**config.mk**
```make
export PLATFORM = sky130hd
export DESIGN_NAME = retire_monitor
export DESIGN_NICKNAME = d
export VERILOG_FILES = /design/src/rtl/retire_mon_pkg.sv /design/src/rtl/retire_hist_buf.sv /design/src/rtl/retire_monitor.sv
export SDC_FILE = /design/constraint.sdc
export NUM_CORES = 1
export LEC_CHECK = 0
export ABC_AREA = 1
export BUFFER_PORTS_ARGS = -buffer_cell sky130_fd_sc_hd__buf_4
export CORE_MARGIN = 5
export CORE_UTILIZATION = 46
export CTS_BUF_LIST = sky130_fd_sc_hd__clkbuf_8
export DETAILED_ROUTE_END_ITERATION = 10
export PLACE_DENSITY_LB_ADDON = 0.08
export SLEW_MARGIN = 10
export SYNTH_ARGS = -nofsm -noshare
export SYNTH_HDL_FRONTEND = slang
export SYNTH_SLANG_ARGS = --single-unit
```
**constraint.sdc**
```tcl
create_clock -name clk -period 2.3 [get_ports clk]
set_clock_uncertainty 0.1 [all_clocks]
set_input_delay 0.23 -clock clk [delete_from_list [all_inputs] [get_ports clk]]
set_output_delay 0.23 -clock clk [all_outputs]
set_load 0.02 [all_outputs]
```
**src/rtl/retire_mon_pkg.sv**
```systemverilog
// Shared types and helpers for the retire monitor: error codes, cycle-stamp width,
// and lane-mask utilities sized for the widest supported retire group.
package retire_mon_pkg;

  localparam int CYCLE_W   = 32;
  localparam int MAX_LANES = 4;

  typedef enum logic [1:0] {
    ERR_NONE      = 2'd0,
    ERR_MEM_RW    = 2'd1,
    ERR_LANE_GAP  = 2'd2,
    ERR_POST_HALT = 2'd3
  } err_code_e;

  function automatic logic [2:0] popcount(input logic [MAX_LANES-1:0] v);
    logic [2:0] n;
    n = '0;
    for (int i = 0; i < MAX_LANES; i++) begin
      n = n + 3'(v[i]);
    end
    return n;
  endfunction

  // A mask packed from bit 0 upward is one less than a power of two.
  function automatic logic is_thermo(input logic [MAX_LANES-1:0] v);
    return (v & (v + MAX_LANES'(1))) == '0;
  endfunction

endpackage

```
**src/rtl/retire_hist_buf.sv**
```systemverilog
// Circular buffer of recently retired PCs; accepts up to NRET writes per cycle in
// lane order and reads combinationally with index 0 being the newest entry.
module retire_hist_buf
  import retire_mon_pkg::*;
#(
  parameter  int NRET       = 2,
  parameter  int HIST_DEPTH = 8,
  localparam int IDX_W      = (HIST_DEPTH > 1) ? $clog2(HIST_DEPTH) : 1
) (
  input  logic               clk,
  input  logic               rst,
  input  logic [NRET-1:0]    wr_valid,
  input  logic [NRET*32-1:0] wr_data,
  input  logic [IDX_W-1:0]   rd_idx,
  output logic [31:0]        rd_data
);

  logic [31:0]      mem_q [HIST_DEPTH];
  logic [31:0]      mem_d [HIST_DEPTH];
  logic [IDX_W-1:0] wptr_q, wptr_d;

  // Valid lanes take consecutive slots, so a gapped mask still packs densely.
  always_comb begin
    mem_d  = mem_q;
    wptr_d = wptr_q;
    for (int i = 0; i < NRET; i++) begin
      if (wr_valid[i]) begin
        mem_d[wptr_d] = wr_data[i*32 +: 32];
        wptr_d        = wptr_d + IDX_W'(1);
      end
    end
  end

  always_ff @(posedge clk or negedge rst) begin
    if (!rst) begin
      wptr_q <= '0;
      for (int i = 0; i < HIST_DEPTH; i++) begin
        mem_q[i] <= '0;
      end
    end else begin
      wptr_q <= wptr_d;
      for (int i = 0; i < HIST_DEPTH; i++) begin
        mem_q[i] <= mem_d[i];
      end
    end
  end

  assign rd_data = mem_q[wptr_q - IDX_W'(1) - rd_idx];

endmodule

```
**src/rtl/retire_monitor.sv**
```systemverilog
// Commit/retire monitor: order tags, retire count, halt detection, stall watchdog
// and first-error capture. Define RETIRE_MONITOR_HIST_EN to build the PC history buffer.
module retire_monitor
  import retire_mon_pkg::*;
#(
  parameter  int NRET        = 2,
  parameter  int ORDER_W     = 64,
  parameter  int TIMEOUT     = 100000,
  parameter  int HALT_REPEAT = 2,
  parameter  int HIST_DEPTH  = 8,
  localparam int IDX_W       = (HIST_DEPTH > 1) ? $clog2(HIST_DEPTH) : 1
) (
  input  logic                    clk,
  input  logic                    rst,
  input  logic                    enable,
  input  logic [NRET-1:0]         commit_valid,
  input  logic [NRET*32-1:0]      commit_pc_rdata,
  input  logic [NRET*32-1:0]      commit_pc_wdata,
  input  logic                    mem_read,
  input  logic                    mem_write,
  output logic [NRET*ORDER_W-1:0] order,
  output logic [ORDER_W-1:0]      retired_count,
  output logic                    halt,
  output logic                    timeout,
  output logic                    err,
  output logic [1:0]              err_code,
  output logic [CYCLE_W-1:0]      err_cycle,
  input  logic [IDX_W-1:0]        hist_idx,
  output logic [31:0]             hist_pc
);

  localparam int IDLE_W = $clog2(TIMEOUT);
  localparam int HCNT_W = $clog2(HALT_REPEAT + 1);

  logic [ORDER_W-1:0]   retired_count_q, retired_count_d;
  logic                 halt_q, halt_d;
  logic [HCNT_W-1:0]    halt_cnt_q, halt_cnt_d;
  logic [IDLE_W-1:0]    idle_cnt_q, idle_cnt_d;
  logic                 timeout_q, timeout_d;
  logic                 err_q, err_d;
  err_code_e            err_code_q, err_code_d, err_new;
  logic [CYCLE_W-1:0]   err_cycle_q, err_cycle_d;
  logic [CYCLE_W-1:0]   cycle_q, cycle_d;
  logic [MAX_LANES-1:0] valid_ext;
  logic                 any_commit;

  assign valid_ext  = MAX_LANES'(commit_valid);
  assign any_commit = |commit_valid;

  for (genvar gi = 0; gi < NRET; gi++) begin : g_order
    assign order[gi*ORDER_W +: ORDER_W] = retired_count_q + ORDER_W'(gi);
  end

  always_comb begin
    retired_count_d = retired_count_q + ORDER_W'(popcount(valid_ext));
    cycle_d         = cycle_q + CYCLE_W'(1);
  end

  // Self-loop run length; a non-loop lane resets it before younger lanes are seen.
  always_comb begin
    halt_cnt_d = halt_cnt_q;
    halt_d     = halt_q;
    for (int i = 0; i < NRET; i++) begin
      if (commit_valid[i]) begin
        if (commit_pc_wdata[i*32 +: 32] == commit_pc_rdata[i*32 +: 32]) begin
          if (halt_cnt_d != HCNT_W'(HALT_REPEAT)) begin
            halt_cnt_d = halt_cnt_d + HCNT_W'(1);
          end
          if (halt_cnt_d == HCNT_W'(HALT_REPEAT)) begin
            halt_d = 1'b1;
          end
        end else begin
          halt_cnt_d = '0;
        end
      end
    end
  end

  always_comb begin
    idle_cnt_d = idle_cnt_q;
    timeout_d  = timeout_q;
    if (enable) begin
      if (any_commit) begin
        idle_cnt_d = '0;
      end else if (!halt_q) begin
        if (idle_cnt_q == IDLE_W'(TIMEOUT - 1)) begin
          timeout_d = 1'b1;
        end else begin
          idle_cnt_d = idle_cnt_q + IDLE_W'(1);
        end
      end
    end
  end

  // Priority order doubles as "lowest code wins" for simultaneous errors.
  always_comb begin
    err_new = ERR_NONE;
    if (enable) begin
      if (mem_read && mem_write) begin
        err_new = ERR_MEM_RW;
      end else if (!is_thermo(valid_ext)) begin
        err_new = ERR_LANE_GAP;
      end else if (any_commit && halt_q) begin
        err_new = ERR_POST_HALT;
      end
    end
    err_d       = err_q;
    err_code_d  = err_code_q;
    err_cycle_d = err_cycle_q;
    if (!err_q && (err_new != ERR_NONE)) begin
      err_d       = 1'b1;
      err_code_d  = err_new;
      err_cycle_d = cycle_q;
    end
  end

  always_ff @(posedge clk or negedge rst) begin
    if (!rst) begin
      retired_count_q <= '0;
      halt_q          <= 1'b0;
      halt_cnt_q      <= '0;
      idle_cnt_q      <= '0;
      timeout_q       <= 1'b0;
      err_q           <= 1'b0;
      err_code_q      <= ERR_NONE;
      err_cycle_q     <= '0;
      cycle_q         <= '0;
    end else begin
      retired_count_q <= retired_count_d;
      halt_q          <= halt_d;
      halt_cnt_q      <= halt_cnt_d;
      idle_cnt_q      <= idle_cnt_d;
      timeout_q       <= timeout_d;
      err_q           <= err_d;
      err_code_q      <= err_code_d;
      err_cycle_q     <= err_cycle_d;
      cycle_q         <= cycle_d;
    end
  end

  assign retired_count = retired_count_q;
  assign halt          = halt_q;
  assign timeout       = timeout_q;
  assign err           = err_q;
  assign err_code      = err_code_q;
  assign err_cycle     = err_cycle_q;

`ifdef RETIRE_MONITOR_HIST_EN
  retire_hist_buf #(
    .NRET       (NRET),
    .HIST_DEPTH (HIST_DEPTH)
  ) u_hist (
    .clk      (clk),
    .rst      (rst),
    .wr_valid (commit_valid),
    .wr_data  (commit_pc_rdata),
    .rd_idx   (hist_idx),
    .rd_data  (hist_pc)
  );
`else
  logic unused_hist_idx;
  assign unused_hist_idx = ^hist_idx;
  assign hist_pc         = '0;
`endif

endmodule

```
; Word level (Yosys, flattened, before mapping)
; Cells that the tools add are included.
[op_classes]
add_sub_neg = 8
eq_ne = 9
n_mux = 23
n_bitwise = 3
reduce_logical = 9
[op_table]
columns = op, count
row1 = $add A64 B1 Y64 const B, 1
row2 = $add A64 B2 Y64, 1
row3 = $eq A32 B32 Y1, 2
row4 = $mux W17, 3
row5 = $add A32 B1 Y32 const B, 1
row6 = $mux W2, 14
row7 = $add A17 B1 Y17 const B, 1
row8 = $eq A17 B17 Y1 const B, 1
row9 = $mux W1, 6
row10 = $ne A2 B2 Y1 const B, 3
row11 = $add A2 B1 Y2 const B, 2
row12 = $eq A2 B2 Y1 const B, 2
row13 = $logic_not A4 Y1, 1
row14 = $reduce_and A4 Y1, 1
row15 = $add A2 B1 Y3 const B, 1
row16 = $and A2 B3 Y3, 1
row17 = $logic_and A1 B1 Y1, 3
row18 = $reduce_and A3 Y1, 1
row19 = $add A1 B1 Y2, 1
row20 = $ne A2 B1 Y1 const B, 1
row21 = $not A1 Y1, 2
row22 = $reduce_bool A2 Y1, 1
row23 = $reduce_or A2 Y1, 1
row24 = $logic_not A1 Y1, 1
[word_totals]
reg_bits = 152
in_bits = 138

; Longest topological paths before layout
[depth]
depth_word = 14
ltp_mapped = 14
mapped_depth_nobuf = 14

; Worst setup path after synthesis
; OpenSTA, ideal clock, no wires.
[synth_path]
kind = register -> register
from = reg retired_count_q[0] (netlist: retired_count[0])
to = reg retired_count_q[62] (netlist: retired_count[62])
setup_time_ns = 0.080
arrival_ns = 2.446
slack_ns = -0.327
stages_incl_launch_ff = 10
n_path_buf = 0
path_cell_list = dfrtp_1 > inv_1 > fa_1 > inv_1 > ha_1 > nand3_4 > nor4_2 > nand3_1 > nor2_1 > xor2_1
[synth_via]
elab_chain_cells = 1
[synth_lines]
columns = element, line
row1 = "start, declared", retire_monitor.sv:35  ; logic [ORDER_W-1:0] retired_count_q, retired_count_d;
row2 = "start signal, assigned", retire_monitor.sv:129  ; retired_count_q <= retired_count_d;
row3 = $add A64 B2 Y64, retire_monitor.sv:55  ; retired_count_d = retired_count_q + ORDER_W'(popcount(valid_ext));
row4 = named net retired_count_d[62], retire_monitor.sv:35
; The timed path passes the listed nets, and every way through them passes these cells.
; A chain may end at the register's enable or synchronous reset.

; Worst setup path after layout
[layout_path]
from = reg retired_count_q[52] (netlist: retired_count[52])
to = out order[124]
[layout_via]
elab_chain_cells = 1
[layout_lines]
columns = element, line
row1 = $add A64 B1 Y64, retire_monitor.sv:51  ; assign order[gi*ORDER_W +: ORDER_W] = retired_count_q + ORDER_W'(gi);
row2 = "end, declared", retire_monitor.sv:21  ; output logic [NRET*ORDER_W-1:0] order,
; Every way passes these cells.

==> summary.md <==
| Metric | Value |
|---|---|
| Gr ovfl total | `0` |
| Antenna diodes | `0` |
| Crit-path cells | `nand2_1 > nor2_1 > inv_1 > nor4_1 > nand3_1 > xor2_1 > buf_4` |
| Hold Vio Cnt, Final | `0` |
| Final setup margin | `-607 ps` |
| First DRT Iteration DRCs | `a little over 900` |
| Floorplan core area | `0.0224 mm²` |
| Req. time, crit path | `1970 ps` |
| Via count | `11,900` |
| All-Layer GR Usage | `29.5%` |
| Max-cap violations | `0` |
| WL/cell | `19.0 µm` |
| Commonest non-fill, non-tap cell in the layout | `buf_4` |
| Reg-to-reg endpoint | `retired_count[55]` |
| CTS tree | `done` |
| Commonest cells after routing, fill and taps aside | `buf_4, nand2_1, inv_1` |
| Synthesized area per cell | `7.63 µm²` |
| Synth unique cells | `between 40 and 50` |
| CP max stage cell | `dfrtp_1` |
| Routed Antenna Nets | `0` |
| Final Power | `7.99 mW` |
| Hold Crit Start | `commit_valid[1]` |
| Worst slew margin | `52.8%` |
| Crit Path Category | `reg2out` |
| Die ar. | `0.0257 mm²` |
| RSZ-0062 raised after global routing | `yes` |
| Die span in y | `between 150 and 200 µm` |
| Reg2Reg Setup Slack | `-430 ps` |
| First-pass GRT wire length | `60,900 µm` |
| Final #Nets | `~2,100` |
| Root Driver | `clkbuf_8` |
| Via/cell ratio | `about 5.2` |
| Initial DRT Pass Iterations | `8` |
| Vias in the first global route | `11,600` |
| Worst r2r src | `retired_count[47]` |
| Placer congestion estimate | `~0.98` |
| Port-buffer cells | `363` |
| Die width | `160 µm` |
| Synth warnings | `0` |
| DRC | `0` |
| Leak | `9.01 nW` |
| Asr flop ratio synth | `100%` |
| Hold Path End | `halt_cnt_q[1]` |
| Seq cells post-synth | `roughly 150` |
| Dpl cell area | `about 0.014 mm²` |
| Count of final max-slew check failures | `0` |
| CP max stage delay | `540 ps` |
| Largest net degree at the start of global routing | `65` |
| Antenna violations before repair | `0` |
| Top FF cell, synth | `dfrtp_1` |
| Post-synthesis cell count | `1,363` |
| Kind of end point of the critical path | `output pin` |
| Hpwl dp | `approximately 29,000 µm` |
| Final setup violation count | `67` |
| Initial core utilization | `a little under half` |
| Number of H-tree levels | `4` |
| Worst R2R Path Depth | `15` |
| Yosys top cell by area | `dfrtp_1` |
| Tmin final | `2910 ps` |
| Final Cycle Share | `126%` |
| CTS max path bufs | `2` |
| Clock-pin transition on the worst setup and hold timing paths | `90 ps` |
| HP Class | `in2reg` |
| Routed WL | `43,300 µm` |
| Num CTS Buffers | `17` |
| CP max FO | `5` |
| Filler cells | `1,502` |
| Synth Cell Area | `0.0104 mm²` |
| Sequential cell area | `between 0.003 and 0.004 mm²` |
| Critical path arrival | `2580 ps` |
| Post-route cell area | `roughly 0.017 mm²` |
| Cells taking the most area after synthesis | `dfrtp_1, xor2_1, nand2_1` |
| Area Overhead vs Synth | `67.9%` |
| Row count | `55` |
| Failing checks | `setup timing` |
| Cell area power density | `457 mW/mm²` |
| Hold Crit Depth | `5` |
| Post-synth EDFFs | `0` |
| Worst-Margin Slew | `709 ps` |
| Post-synthesis sequential area ratio | `36.6%` |
| Max Freq | `0.344 GHz` |
| Ports | `399` |
| Status | `finished with violations` |
| Worst VDD drop | `0.481 mV` |
| Worst Setup Start Kind | `register` |
| Sinks on Clock Net | `between 150 and 200` |
| Area of the multi-input gates | `approximately 0.0065 mm²` |
| Top cell type's share of synthesized area | `between 30 and 40%` |
| Fraction of layout cells with a size suffix above 1 | `50.1%` |
| Clk_lat worst skew | `480 ps` |
[report_power, final]
| part | total (mW) | switching (mW) | internal [mW] |
|---|---|---|---|
| clock | 2.26 | 1.32 | 0.944 |
| combinational | 2.85 | 1.55 | 1.30 |
| sequential | 2.88 | 0.116 | 2.76 |
| total | 7.99 | 2.99 | 5.00 |
[repair_timing]
action                                  in CTS  in global routing
endpoints found under the setup margin      62                 90
setup buffers                              108                 51
pin swaps                                   98                 77
hold buffers                                 1                  0
endpoints found under the hold margin       60                  0
gates resized for setup                    271                164
[worst max path at each step]
stage,start,to,slack [ps],depth (start not counted)
2_1_floorplan,retired_count[0],retired_count[44],-10,12
3_3_place_gp,retired_count[9],order[112],-170,9
3_5_place_dp,retired_count[9],order[112],-150,9
4_1_cts,retired_count[42],order[116],-350,8
5_1_grt,retired_count[42],order[124],-730,8
6_report,retired_count[52],order[124],-610,7
[through the flow]
step / util (%) / std cells / setup TNS (ps) / setup slack, ps / hold WS, ps
5_1_grt: 77.9 / 2282 / -21630 / -729 / 108
4_1_cts: 73.6 / 2243 / -9670 / -352 / 76.6
3_3_place_gp: 63.5 / 2110 / -388 / -170 / 183
6_report: 77.9 / 2282 / -16030 / -607 / 93.1
2_1_floorplan: - / 1394 / -12.9 / -10.8 / -166
3_5_place_dp: 63.5 / 2110 / -660 / -148 / 192
[state kept, by name (all words and copies together) (netlist names)]
name           flops
cycle_q           32
err_code           2
timeout            1
err                1
err_cycle         32
halt               1
idle_cnt_q        17
halt_cnt_q         2
retired_count     64
[synth_stat cells, types with 2 or more instances]
cell and instances:
buf_2 4, nor3b_1 2, ha_1 5, nand2_1 292, buf_4 97, nor4_1 16, nor3_1 42, nor2_1 141
inv_1 193, nor3_2 4, xnor2_1 40, nand4_1 45, nand3_1 65, dfrtp_1 152, clkbuf_2 7, or2_2 8
inv_2 3, nor2_2 7, xor2_1 147, a21oi_1 7, nor2_4 5, nand2_2 4, clkbuf_1 7, nor4_2 5
nor3_4 2, o21ai_0 34, o31ai_1 7, nand2_4 4
[worst max-delay path, delay by kind of cell (launching register included)]
family                 cells  cell delay (ps)
buffers and inverters      2              280
AND/OR/NAND/NOR            4             1070
XOR/XNOR                   1              220
flip-flops                 1              540
[per-layer routing]
metal  wire [µm]  GRT usage (%)  up-vias  part of all wire (%)
met5           0              0        -                     0
li1            -              -     5384                     -
met1       15300           34.2     5533                    35
met2       21400           51.9      744                    49
met4        2950           13.3        0                   6.8
met3        3610           6.77      228                   8.3
[cell type report]
class	count	share of cell area, %
multi-input combinational	929	37.0
timing repair buffer	688	32.1
sequential	152	22.0
inverter	196	4.34
tap	285	2.04
clock buffer	17	1.34
clock inverter	15	1.19
[logic make-up after synthesis]
logic type	synth area share, %
AOI/OAI and AO/OA	3.05
other	0.0360
buffers and inverters	15.1
and+or+nand+nor	28.7
DFF	36.6
adders and majority gates	0.794
xor gates and xnor gates	15.7
(Power assumes the default switching activity.)
